`config.mk`:
```
export PLATFORM = sky130hd
export DESIGN_NAME = handshake_tx
export DESIGN_NICKNAME = d
export VERILOG_FILES = /design/src/rtl/handshake_tx.sv
export SDC_FILE = /design/constraint.sdc
export NUM_CORES = 1
export LEC_CHECK = 0
export ABC_CLOCK_PERIOD_IN_PS = 5200
export CAP_MARGIN = 20
export CORE_UTILIZATION = 42
export CTS_CLUSTER_DIAMETER = 150
export DETAILED_ROUTE_END_ITERATION = 12
export PLACE_DENSITY_LB_ADDON = 0.05
export SETUP_SLACK_MARGIN = 0.3
export SLEW_MARGIN = 20
export SYNTH_ARGS = -nofsm -noshare
export SYNTH_HDL_FRONTEND = slang
export SYNTH_SLANG_ARGS = --single-unit
export TNS_END_PERCENT = 20
```
`constraint.sdc`:
```
create_clock -name clk -period 5.2 [get_ports clk]
set_input_delay 1.04 -clock clk [delete_from_list [all_inputs] [get_ports clk]]
set_output_delay 1.04 -clock clk [all_outputs]
set_load 0.01 [all_outputs]
```
`src/rtl/handshake_tx.sv`:
```
// Serializes sender-FSM level requests into framed handshake packets: sync preamble,
// type code, even parity, then an idle gap. Packets repeat for as long as a request is held.
module handshake_tx #(
  parameter int                 SYNC_W     = 8,
  parameter logic [SYNC_W-1:0]  SYNC_WORD  = 8'hA5,
  parameter int                 TYPE_W     = 4,
  parameter logic [TYPE_W-1:0]  ACK_CODE   = 4'b0111,
  parameter logic [TYPE_W-1:0]  END_CODE   = 4'b1100,
  parameter int                 GAP_CYCLES = 4
) (
  input  logic       clk,
  input  logic       rst,
  input  logic       send_ready_ACK,
  input  logic       send_game_lost,
  output logic       hs_data,
  output logic       hs_valid,
  output logic       pkt_done,
  output logic       tx_busy,
  output logic [2:0] fsm_state
);

  localparam int MAX_A   = (SYNC_W > TYPE_W) ? SYNC_W : TYPE_W;
  localparam int MAX_N   = (MAX_A > GAP_CYCLES) ? MAX_A : GAP_CYCLES;
  localparam int CNT_W   = (MAX_N > 1) ? $clog2(MAX_N) : 1;
  localparam int FRAME_W = SYNC_W + TYPE_W + 1;

  localparam logic [CNT_W-1:0] SYNC_LAST = CNT_W'(SYNC_W - 1);
  localparam logic [CNT_W-1:0] TYPE_LAST = CNT_W'(TYPE_W - 1);
  localparam logic [CNT_W-1:0] GAP_LAST  = CNT_W'(GAP_CYCLES - 1);

  typedef enum logic [2:0] {
    IDLE   = 3'd0,
    SYNC   = 3'd1,
    TYPE   = 3'd2,
    PARITY = 3'd3,
    GAP    = 3'd4
  } state_t;

  state_t             state, state_nxt;
  logic [CNT_W-1:0]   cnt, cnt_nxt;
  logic [FRAME_W-1:0] frame, frame_nxt;
  logic               data_nxt, valid_nxt, done_nxt;
  logic               req;
  logic [TYPE_W-1:0]  sel_code;

  // The whole packet (sync, code, parity) is latched at packet start and shifted out
  // MSB first, so request changes mid-packet cannot disturb the bits in flight.
  assign req      = send_ready_ACK | send_game_lost;
  assign sel_code = send_game_lost ? END_CODE : ACK_CODE;

  always_comb begin
    state_nxt = state;
    cnt_nxt   = cnt;
    frame_nxt = frame;
    data_nxt  = 1'b0;
    valid_nxt = 1'b0;
    done_nxt  = 1'b0;
    case (state)
      IDLE: begin
        if (req) begin
          state_nxt = SYNC;
          cnt_nxt   = '0;
          frame_nxt = {SYNC_WORD, sel_code, ^sel_code};
        end
      end
      SYNC: begin
        data_nxt  = frame[FRAME_W-1];
        valid_nxt = 1'b1;
        frame_nxt = {frame[FRAME_W-2:0], 1'b0};
        if (cnt == SYNC_LAST) begin
          state_nxt = TYPE;
          cnt_nxt   = '0;
        end else begin
          cnt_nxt = cnt + 1'b1;
        end
      end
      TYPE: begin
        data_nxt  = frame[FRAME_W-1];
        valid_nxt = 1'b1;
        frame_nxt = {frame[FRAME_W-2:0], 1'b0};
        if (cnt == TYPE_LAST) begin
          state_nxt = PARITY;
          cnt_nxt   = '0;
        end else begin
          cnt_nxt = cnt + 1'b1;
        end
      end
      PARITY: begin
        data_nxt  = frame[FRAME_W-1];
        valid_nxt = 1'b1;
        done_nxt  = 1'b1;
        frame_nxt = {frame[FRAME_W-2:0], 1'b0};
        state_nxt = GAP;
        cnt_nxt   = '0;
      end
      GAP: begin
        if (cnt == GAP_LAST) begin
          cnt_nxt = '0;
          if (req) begin
            state_nxt = SYNC;
            frame_nxt = {SYNC_WORD, sel_code, ^sel_code};
          end else begin
            state_nxt = IDLE;
          end
        end else begin
          cnt_nxt = cnt + 1'b1;
        end
      end
      default: begin
        state_nxt = IDLE;
        cnt_nxt   = '0;
      end
    endcase
  end

  // Outputs are registered from the current state, so the line trails the FSM by one cycle.
  always_ff @(posedge clk or posedge rst) begin
    if (rst) begin
      state    <= IDLE;
      cnt      <= '0;
      frame    <= '0;
      hs_data  <= 1'b0;
      hs_valid <= 1'b0;
      pkt_done <= 1'b0;
      tx_busy  <= 1'b0;
    end else begin
      state    <= state_nxt;
      cnt      <= cnt_nxt;
      frame    <= frame_nxt;
      hs_data  <= data_nxt;
      hs_valid <= valid_nxt;
      pkt_done <= done_nxt;
      tx_busy  <= (state != IDLE);
    end
  end

  assign fsm_state = state;

endmodule

```
==> metrics.md, run 1 <==
| Metric | Value |
|---|---|
| Syn-to-layout area delta | 14.12% |
| Crit-path slowest cell | dfrtp_1 |
| Worst Skew | 0.9901 ps |
| Clock Tree Buf Depth | 2 |
| Synth area leaders | dfrtp_1 (53%), ha_1 (4.6%), mux2_4 (4.2%) |
| Sequential Area | 575.6 sq um |
| FP Rows | 18 |
| Hold Slack | 502.4 ps |
| Critical-path maximum fanout | 17 |
| Inst Count DP | 124 |
| Slew HR | 0.4232 |
| Max-slew violations | 0 |
| Vias in the first global route | 639 |
| CP top delay family | flip-flops |
| Total CTS buffers | 3 |
| Yosys top cell area share | 0.5324 |
| Hold buffers post-CTS | 0 |
| Clock root buffer | clkbuf_4 |
| Clk pin slew, worst setup/hold paths | 120 ps |
| GPL Wtd Cong | 0.7806 |
| GRT Resource Usage Total | 0.1539 |
| Htree depth | 1 |
| Min Clock Period, post-route | 2662 ps |
| RSZ-0062 raised after global routing | no |
| Post-cts resize count | 0 |
| Initial antenna violation count | 0 |
| Avg Synthesized Cell Area | 12.43 sq um |
| Maximum clock frequency | 0.3756 GHz |
| Via density | 5.492 |
| Max VDD drop | 0.2492 mV |
| Syn_nets | 95 |
| Fin. Hold Viols | 0 |
| Max-Cap Viols | 0 |
| Design area | 1234 sq um |
| Core Region | 2455 sq um |
| Final net count | 107 |
| Area of the die | 2781 sq um |
| HP Class | register to register |
| Post-route clock period utilization | 0.5120 |
| # setup viols final | 0 |
| Ys Warns | 0 |
| Number of synthesized register bits | 23 |
| GR Overflow Total | 0 |
| Tot Pwr | 707.4 uW |
| PwrDens | 573.4 nW/um^2 |
| # diodes | 0 |
| Vias | 703 |
| Post-CTS Setup Bufs | 0 |
| Buffers on Ports | 10 |
| Mapped Cells | 87 |
| CP Buf/Inv Count | 1 |
| Dpl hpwl | 1214 microns |
| Layout fillers | 230 |
| Dpl cell area | 1206 sq um |
| Leading cell types in the layout, fill and taps excluded | dfrtp_1 (23), clkdlybuf4s50_1 (10), inv_1 (7) |
| Critical path arrival | 1620 ps |
| Leakage power | 0.0005828 uW |
| Sequential share of the synthesized area | 0.5324 |
| Dominant cell type by area after synthesis | dfrtp_1 |
| Kind of critical path | register to output port |
| Cell Count, Final, Fillers Out | 128 |
| Share of layout cells above drive strength 1 | 0.1122 |
| Routed wire length | 1795 microns |
| Worst-Skew Late Latency | 300 ps |
| TNS Setup | 0 ps |
| Tightest Pin Transition | 864.2 ps |
| Initial Util | 0.4404 |
| Syn Std Cell Area | 1081 sq um |
| Antenna-violating nets left | 0 |
| Synth unique cells | 32 |
| Largest net degree at the start of global routing | 24 |
| Multi-input combinational cell area | 466.7 sq um |
| Global-route wire length before repair | 3029 microns |
| DR WL/cell | 14.02 microns |
| Drt first pass iters | 4 |
| CP required | 4160 ps |
| CTS tree | done |
| Critical-path cell list | clkdlybuf4s50_1 |
| Commonest non-fill, non-tap cell in the layout | dfrtp_1 |
| Crit path largest cell delay | 690 ps |
| Ports | 11 |
| Critical Path End Type | output port |
| Starting DRT DRC Count | 15 |
| Run status | completed |
| CP Launch Type | register |
| DIE HEIGHT | 52.74 microns |
| # DRC | 0 |
| Clk sink count | 23 |
| Die width | 52.74 microns |
-- Yosys cell counts (all sizes together) --
cell type,instances
dfrtp,23
inv,7
a22o,5
o22a,5
ha,4
mux2,4
nor2,4
a21oi,3
mux2i,3
o21ai,3
and3b,2
clkbuf,2
nand2b,2
nand3b,2
nor4b,2
o21bai,2
a211oi,1
a21o,1
a221o,1
a22oi,1
a31oi,1
and2,1
and2b,1
buf,1
nand3,1
nor3,1
nor4bb,1
o31a,1
or3b,1
or4b,1
-- layer usage --
metal / part of all wire / GRT usage / vias to the layer above / wire (microns)
li1: - / - / 344 / -
met1: 0.54 / 0.2380 / 346 / 968
met2: 0.42 / 0.2068 / 11 / 753
met3: 0.033 / 0.02609 / 2 / 59
met4: 0.0072 / 0.06579 / 0 / 13
met5: 0 / 0 / - / 0
-- stage by stage --
stage                     setup slack [ps]    util
after floorplan                       3233       -
after global placement                2642  0.4913
after detailed placement              2623  0.4913
after CTS                             2527  0.5025
after global routing                  2425  0.5025
final                                 2538  0.5025
-- worst reg2reg max path: stages, from the launching register on --
cell	delay, ps
dfrtp_1	390
ha_1	200
ha_1	220
or3b_4	410
a22oi_4	380
mux2_4	330
-- logic make-up after synthesis --
| group | after synthesis | synth area share |
|---|---|---|
| AOI/OAI and AO/OA | 24 | 0.1829 |
| DFF | 23 | 0.5324 |
| and+or+nand+nor | 19 | 0.1227 |
| adders and majority gates | 4 | 0.04630 |
| buffers and inverters | 10 | 0.03588 |
| muxes | 7 | 0.07986 |
-- state kept, by name (all words and copies together) (netlist names) --
register   count
hs_valid       1
pkt_done       1
hs_data        1
tx_busy        1
frame         13
cnt            3
fsm_state      3
-- final cells by class --
cell class,count,area share
well taps,30,0.03043
repair buffers,10,0.08114
inverters,7,0.02130
clock inverters,1,0.004057
clock buffers,3,0.01826
flip-flops and latches,23,0.4665
multi-input cells,54,0.3783
-- path summary, 6_finish.rpt --
kind | start | endpoint | slack (ps) | cells past startpoint
max | fsm_state[2]$_DFFE_PP0P_ | fsm_state[2] | 2540 | 1
min | frame[12]$_DFFE_PP0P_ | hs_data$_DFF_PP0_ | 500 | 1
max reg2reg | cnt[0]$_DFFE_PP0N_ | frame[2]$_DFFE_PP0P_ | 3170 | 5
min reg2reg | frame[12]$_DFFE_PP0P_ | hs_data$_DFF_PP0_ | 500 | 1
max in group asynchronous | rst | frame[11]$_DFFE_PP0P_ | 3470 | 2
min in group asynchronous | rst | tx_busy$_DFF_PP0_ | 1200 | 2
-- power breakdown --
part           switching, uW  leakage (uW)  internal, uW
sequential              65.4      0.000278           260
clock                   51.4     0.0000177          28.7
combinational            130      0.000287           172
(Power assumes the default switching activity.)
==> run 2: changes to the inputs <==
--- a/config.mk
+++ b/config.mk
@@ -5,7 +5,7 @@
 export SDC_FILE = /design/constraint.sdc
 export NUM_CORES = 1
 export LEC_CHECK = 0
-export ABC_CLOCK_PERIOD_IN_PS = 5200
+export ABC_CLOCK_PERIOD_IN_PS = 2510
 export CAP_MARGIN = 20
 export CORE_UTILIZATION = 42
 export CTS_CLUSTER_DIAMETER = 150
==> constraint.sdc (replaced) <==
create_clock -name clk -period 2.51 [get_ports clk]
set_input_delay 0.502 -clock clk [delete_from_list [all_inputs] [get_ports clk]]
set_output_delay 0.502 -clock clk [all_outputs]
set_load 0.01 [all_outputs]
==> run 2 against run 1 <==
Clock power is 110% higher. Register-to-register slack worse by 2700 ps. Sequential cell count stayed put. Die area stayed put. Sequential power is 100% higher. Routed wire length is 1.8% higher. Sequential share of layout area is 0.51 points lower. First-iteration DRC count is 40% lower. Critical path depth stayed put. Critical path type unchanged.
==> metrics.md, run 2 (synthesis gave the netlist of run 1 again) <==
| Metric | Value |
|---|---|
| Max-slew violations | 0 (unchanged) |
| PwrDens | 1185 nW/um^2 (was 573.4 nW/um^2) |
| Worst-Skew Late Latency | 300 ps (about the same) |
| Vias | 710 (was 703) |
| CP Buf/Inv Count | 1 (unchanged) |
| # DRC | 0 (unchanged) |
| # setup viols final | 0 (unchanged) |
| Slew HR | 0.6976 (was 0.4232) |
| Die width | 52.74 microns (unchanged) |
| Ports | 11 (unchanged) |
| Min Clock Period, post-route | 2065 ps |
| Critical Path End Type | output port (unchanged) |
| Clock root buffer | clkbuf_4 (unchanged) |
| Largest net degree at the start of global routing | 24 (unchanged) |
| Max VDD drop | 0.5626 mV (was 0.2492 mV) |
| Routed wire length | 1828 microns (was 1795 microns) |
| Clock Tree Buf Depth | 2 (unchanged) |
| Final net count | 109 (was 107) |
| Tightest Pin Transition | 453.6 ps (was 864.2 ps) |
| Cell Count, Final, Fillers Out | 130 (was 128) |
| Htree depth | 1 (unchanged) |
| Drt first pass iters | 4 (unchanged) |
| Initial Util | 0.4404 (unchanged) |
| Post-cts resize count | 0 (unchanged) |
| Via density | 5.462 (was 5.492) |
| DR WL/cell | 14.06 microns (was 14.02 microns) |
| Max reg flops | 13 (unchanged) |
| Hold buffers post-CTS | 0 (unchanged) |
| FP Rows | 18 (unchanged) |
| Crit path largest cell delay | 640 ps (was 690 ps) |
| Dpl hpwl | 1275 microns (was 1214 microns) |
| Worst Skew | 4.080 ps (was 0.9901 ps) |
| Area of the die | 2781 sq um (unchanged) |
| Crit-path slowest cell | dfrtp_1 (unchanged) |
| Run status | completed (unchanged) |
| CTS tree | done (unchanged) |
| TNS Setup | 0 ps (unchanged) |
| Clk pin slew, worst setup/hold paths | 120 ps (about the same) |
| Clk sink count | 23 (unchanged) |
| Share of layout cells above drive strength 1 | 0.1200 (was 0.1122) |
| Post-CTS Setup Bufs | 0 (unchanged) |
| Leading cell types in the layout, fill and taps excluded | dfrtp_1 (23), clkdlybuf4s50_1 (10), inv_1 (7) (unchanged) |
| HP Class | register to register (unchanged) |
| Max-Cap Viols | 0 (unchanged) |
| DIE HEIGHT | 52.74 microns (unchanged) |
| Fin. Hold Viols | 0 (unchanged) |
| Antenna-violating nets left | 0 (unchanged) |
| RSZ-0062 raised after global routing | no (unchanged) |
| Total CTS buffers | 3 (unchanged) |
| Critical-path cell list | clkdlybuf4s50_1 (unchanged) |
| Critical path arrival | 1560 ps (was 1620 ps) |
| Inst Count DP | 126 (was 124) |
| Critical-path maximum fanout | 15 (was 17) |
| # diodes | 0 (unchanged) |
| GRT Resource Usage Total | 0.1575 (was 0.1539) |
| Syn-to-layout area delta | 15.39% (was 14.12%) |
| CP required | 2010 ps (was 4160 ps) |
| GR Overflow Total | 0 (unchanged) |
| Largest Register | frame (unchanged) |
| Global-route wire length before repair | 3132 microns (was 3029 microns) |
| Maximum clock frequency | 0.4844 GHz |
| Initial antenna violation count | 0 (unchanged) |
| Vias in the first global route | 708 (was 639) |
| Buffers on Ports | 10 (unchanged) |
| Starting DRT DRC Count | 9 (was 15) |
| CP top delay family | flip-flops (unchanged) |
| CP Launch Type | register (unchanged) |
| Post-route clock period utilization | 0.8225 |
| Core Region | 2455 sq um (unchanged) |
| Commonest non-fill, non-tap cell in the layout | dfrtp_1 (unchanged) |
| GPL Wtd Cong | 0.7880 (was 0.7806) |
| Leakage power | 0.0005903 uW (was 0.0005828 uW) |
| Kind of critical path | register to output port (unchanged) |
[run 2: cell count changes in the layout (fill, tap and decap cells not counted), sizes merged]
cell,delta
clkinv,-1
buf,+2
clkbuf,+1
[run 2: report_power, final]
group	switching, uW	internal (uW)	leakage, uW
clock network	104	61.8	0.0000150
logic	293	365	0.000297
registers	116	538	0.000278
total	514	964	0.000590
[run 2: layer usage]
metal	share of wire	track usage	routed length [microns]	vias up
met3	0.036	0.02609	66	2
li1	-	-	-	346
met5	0	0	0	-
met2	0.45	0.2321	818	13
met1	0.51	0.2313	930	349
met4	0.0066	0.05263	12	0
[run 2: worst paths after layout]
| path | from | to | slack [ps] | depth (start not counted) |
|---|---|---|---|---|
| max | fsm_state[1]$_DFFE_PP0P_ | fsm_state[1] | 450 | 1 |
| min | frame[12]$_DFFE_PP0P_ | hs_data$_DFF_PP0_ | 500 | 1 |
| max reg2reg | cnt[0]$_DFFE_PP0N_ | frame[2]$_DFFE_PP0P_ | 470 | 5 |
| min reg2reg | frame[12]$_DFFE_PP0P_ | hs_data$_DFF_PP0_ | 500 | 1 |
| max in group asynchronous | rst | cnt[2]$_DFFE_PP0N_ | 1760 | 3 |
| min in group asynchronous | rst | frame[9]$_DFFE_PP0P_ | 530 | 3 |
[run 2: layout make-up]
cell class,count,area [sq um]
fill,227,1207
sequential,23,575.6
multi-input combinational,54,466.7
timing repair buffer,12,115.1
tap,30,37.54
clock buffer,4,26.28
inverter,7,26.28
[run 2: worst register-to-register path: stages, from the launching register on]
cell,delay [ps]
dfrtp_1,380
ha_1,210
ha_1,220
or3b_4,410
a22oi_4,380
mux2_4,340
[run 2: metrics by stage]
stage	hold WS [ps]	worst slack (ps)	utilization	total power, uW	cell area (sq um)
3_3_place_gp	470.3	500.4	0.4975	1305	1221
5_1_grt	522.2	338.7	0.5082	1602	1247
2_1_floorplan	454.2	636.3	-	1131	1081
4_1_cts	504.6	421.0	0.5082	1499	1247
6_report	495.2	445.5	0.5082	1479	1247
3_5_place_dp	475.8	468.0	0.4975	1330	1221
==> edit 1 (config.mk and constraints of run 2) <==
The parameter `SYNC_W` goes from 8 to 16.
--- a/src/rtl/handshake_tx.sv
+++ b/src/rtl/handshake_tx.sv
@@ -3,3 +3,3 @@
 module handshake_tx #(
-  parameter int                 SYNC_W     = 8,
+  parameter int                 SYNC_W     = 16,
   parameter logic [SYNC_W-1:0]  SYNC_WORD  = 8'hA5,
Check against the original RTL: not equivalent (Yosys sat finds a counterexample within 4 cycles, from zero or initial values and one cycle with rst high).
==> edit 1 against run 2 <==
- final area up 25%
- setup slack better by 44 ps
- clock skew up 4.8 ps
- synthesized area up 28%
- synthesized cell count up 25%
- sequential cell count up 9
- total power up 26%
- wire length up 34%
- first-iteration DRC count rose to 4.8 times the old value
- cell count up 28%
- global-route usage up 2.0 points
- combinational power up 1%
==> edit 1: results <==
run_status:
  outcome: "finished, final reports clean"
logic_synthesis:
  synthTopCellsByCount: "32 x dfrtp_1, 13 x a22o_1, 6 x nor2_1"
  ys_seq_area_frac: 0.578
  ys.warnings.count: 0
  synth_edf_count: 0
  synth_area_leaders: "dfrtp_1 58%, a22o_1 8.2%, o22a_1 3.2%"
  synthArstFlopShare: 1.00
  syn_nets: 114
  ys_types: 37
critical_path:
  max_stage_delay_ps: 610
  cp_max_fo: 11
  r2r-start: "cnt[0]"
  critPathSlowestCell: "clkdlybuf4s50_1"
  cp-startpoint: "fsm_state[2]"
  crit_family: "buffers and inverters"
  cp.arrival_ps: 1520
  r2r_cells: 5
clocking:
  ctsResizeCount: 0
  clk_latency_ps: 340
  cts-root-buf: "clkbuf_4"
  cts_max_level: 2
  cts_made_buffers: 5
  clockBufferDepth: 2
  path_clk_slew_ps: 100
layout:
  fin_nets: 127
  top_register: "frame"
  n_fill_cell: 309
  drive_gt1_frac: 0.138
  largest_reg_flops: 21
  n_antenna_cell: 0
place:
  io_buffers: 10
  placed_area_sq_um: 1500
  gp_congestion: 0.783
  hpwlAfterDp_mm: 1.59
min_path:
  holdPathStages: 1
  min_from: "frame[12]"
  hp-class: "reg2reg"
detailed_routing:
  wl_mm: 2.45
  viasPerCell: 5.54
  drtIter0Drc: 43
  first_pass_iters: 4
global_routing:
  grt_use_total: 0.178
  antenna_found_initial: 0
  grt_max_degree: 33
  grt_pass1_wl_mm: 4.37
  first_global_vias: 913
power:
  max-vdd-ir-drop_mv: 0.401
  p_leak_nw: 0.682
sta:
  worst_pin_slew_ps: 592
  fin_skew_ps: 8.88
-- edit 1: cells by family after synthesis --
| logic type | Yosys count | synth area share |
|---|---|---|
| compound gates | 39 | 0.247 |
| fa+ha+maj | 1 | 0.00902 |
| buf+inv | 8 | 0.0478 |
| flops | 32 | 0.578 |
| simple gates | 29 | 0.118 |
-- edit 1: where the power goes --
part           internal [W]  total (W)  switching [W]  leakage [nW]
clock network      0.000133   0.000308       0.000175        0.0380
logic              0.000351   0.000667       0.000316         0.246
registers          0.000736   0.000890       0.000154         0.398
-- edit 1: final cells by class --
| type | instances | share of cell area |
|---|---|---|
| Sequential cell | 32 | 0.514 |
| Clock buffer | 6 | 0.0329 |
| Timing Repair Buffer | 11 | 0.0691 |
| Tap cell | 44 | 0.0353 |
| Multi-Input combinational cell | 69 | 0.333 |
| Inverter | 3 | 0.00884 |
| Clock inverter | 2 | 0.00643 |
-- edit 1: layer usage --
layer,share of wire,up-vias,global-route usage
li1,-,434,-
met1,0.50,458,0.252
met2,0.42,24,0.225
met3,0.042,9,0.0655
met4,0.036,0,0.112
met5,0,-,0
-- edit 1: worst paths after layout --
check,slack (ps),to
max in group asynchronous,1680,hs_valid
min in group asynchronous,540,cnt[1]
max,490,fsm_state[2]
min reg2reg,500,frame[12]
min,500,frame[12]
max reg2reg,650,frame[1]
-- edit 1: stage by stage --
stage | total power, W | std cells | hold slack (ps) | utilization | setup slack (ps)
floorplan | 0.00144 | 109 | 454 | - | 836
global placement | 0.00155 | 159 | 473 | 0.482 | 592
CTS | 0.00188 | 167 | 500 | 0.502 | 457
global route | 0.00202 | 167 | 532 | 0.502 | 420
finish | 0.00186 | 167 | 495 | 0.502 | 490
detailed placement | 0.00157 | 159 | 472 | 0.482 | 560
==> edit 2 (config.mk and constraints of run 2) <==
Made on the original files. Reset style: synchronous (`rst`), changed in one clocked block.
--- a/src/rtl/handshake_tx.sv
+++ b/src/rtl/handshake_tx.sv
@@ -116,3 +116,3 @@
   // Outputs are registered from the current state, so the line trails the FSM by one cycle.
-  always_ff @(posedge clk or posedge rst) begin
+  always_ff @(posedge clk) begin
     if (rst) begin
Check against the original RTL: differs if rst is asserted again (counterexample within 4 cycles, from zero or initial values and one cycle with rst high); with rst held inactive, the same outputs for 10 cycles.
==> edit 2 against run 2 <==
- synthesized area decreased by 2.0%
- count of clock-buffer cells in the layout decreased by 1
- worst hold slack got worse by 35 ps
- setup slack lost 97 ps
- wire length is 14% higher
- maximum frequency is 4.5% lower
- first-iteration DRC count grew 22%
- critical path type unchanged
- cell count grew 17%
- final area decreased by 2.2%
- non-clock buffer count is 1 higher
- sequential cell count stayed put
Power is not compared: it rests on default switching activity, and its combinational part moved more than twofold at a synthesized area within 25%.
==> edit 2: results <==
run_status:
  outcome: "finished, final reports clean"
place:
  hpwlAfterDp_mm: 1.43
  gp_congestion: 0.743
  pre_cts_ws_ps: 541
critical_path:
  r2r-start: "cnt[0]"
  cp_max_fo: 16
  max_stage_delay_ps: 710
  cp-startpoint: "fsm_state[1]"
  cp.arrival_ps: 1660
global_routing:
  grt_pass1_wl_mm: 3.68
  grt_max_degree: 19
  grt_use_total: 0.185
detailed_routing:
  dr_wl_met3_microns: 56
  routedWlPerCell_microns: 13.7
  drtIter0Drc: 11
  dr_wl_met2_microns: 922
  via_count: 835
  wl_met1_mm: 1.06
logic_synthesis:
  syn-mean-instance-area_sq_um: 9.38
  syn_nets: 121
  ys_seq_area_frac: 0.434
  ys_types: 36
  ys.flop_type: "dfxtp_1"
  synthTopCellsByCount: "23 x dfxtp_1, 8 x inv_1, 7 x nand2b_1, 7 x nor2_1"
  synthArstFlopShare: 0
  synth_area_leaders: "dfxtp_1 43%, ha_1 4.7%, nand2b_1 4.1%"
clocking:
  cts-root-buf: "clkbuf_4"
  cts_setup_buffers: 0
min_path:
  min_from: "frame[12]"
layout:
  fin_nets: 133
  n_fill_cell: 221
  fin_cells: 152
sta:
  worst_pin_slew_ps: 636
  fin_skew_ps: 4.21
## edit 2: cell types whose count changed after synthesis, moves of 4 or more
cell      before  now
dfrtp_1       23    0
nand2b_1       2    7
o22a_1         5    0
nand2_1        0    4
a22o_1         5    0
dfxtp_1        0   23
## edit 2: layer usage
layer  vias to the layer above  GRT usage
met3                         4     0.0261
met1                       390      0.240
met4                         0     0.0921
met2                        12      0.299
met5                         -          0
li1                        429          -
## edit 2: kinds of logic (layout without fill, tap and decap cells)
family,count (synthesis),in the layout,synth area share
xor gates and xnor gates,1,1,0.00827
muxes,1,1,0.00945
adders and majority gates,4,4,0.0472
buffers and inverters,14,25,0.0531
DFF,23,23,0.434
AOI/OAI and AO/OA,32,32,0.228
and+or+nand+nor,38,38,0.220
## edit 2: layout make-up
type,instances,share of cell area
flip-flops and latches,23,0.378
clock buffers,3,0.0185
clock inverters,1,0.00410
multi-input cells,76,0.445
well taps,28,0.0287
repair buffers,13,0.101
inverters,8,0.0246
## edit 2: through the flow
step	area, sq um	hold slack, ps	utilization
finish	1220	460	0.531
global route	1220	491	0.531
CTS	1220	470	0.531
detailed placement	1190	450	0.519
global placement	1190	444	0.519
floorplan	1060	425	-
## edit 2: worst paths after layout
kind	endpoint	slack [ps]	depth (start not counted)
hold reg to reg	hs_data	460	2
hold / removal	hs_data	460	2
setup reg to reg	frame[4]	660	5
setup / recovery	fsm_state[1]	350	1
## edit 2: where the power goes
| part | internal (W) | switching, W |
|---|---|---|
| sequential | 0.000395 | 0.0000142 |
| clock | 0.0000595 | 0.000116 |
| combinational | 0.0000653 | 0.0000716 |
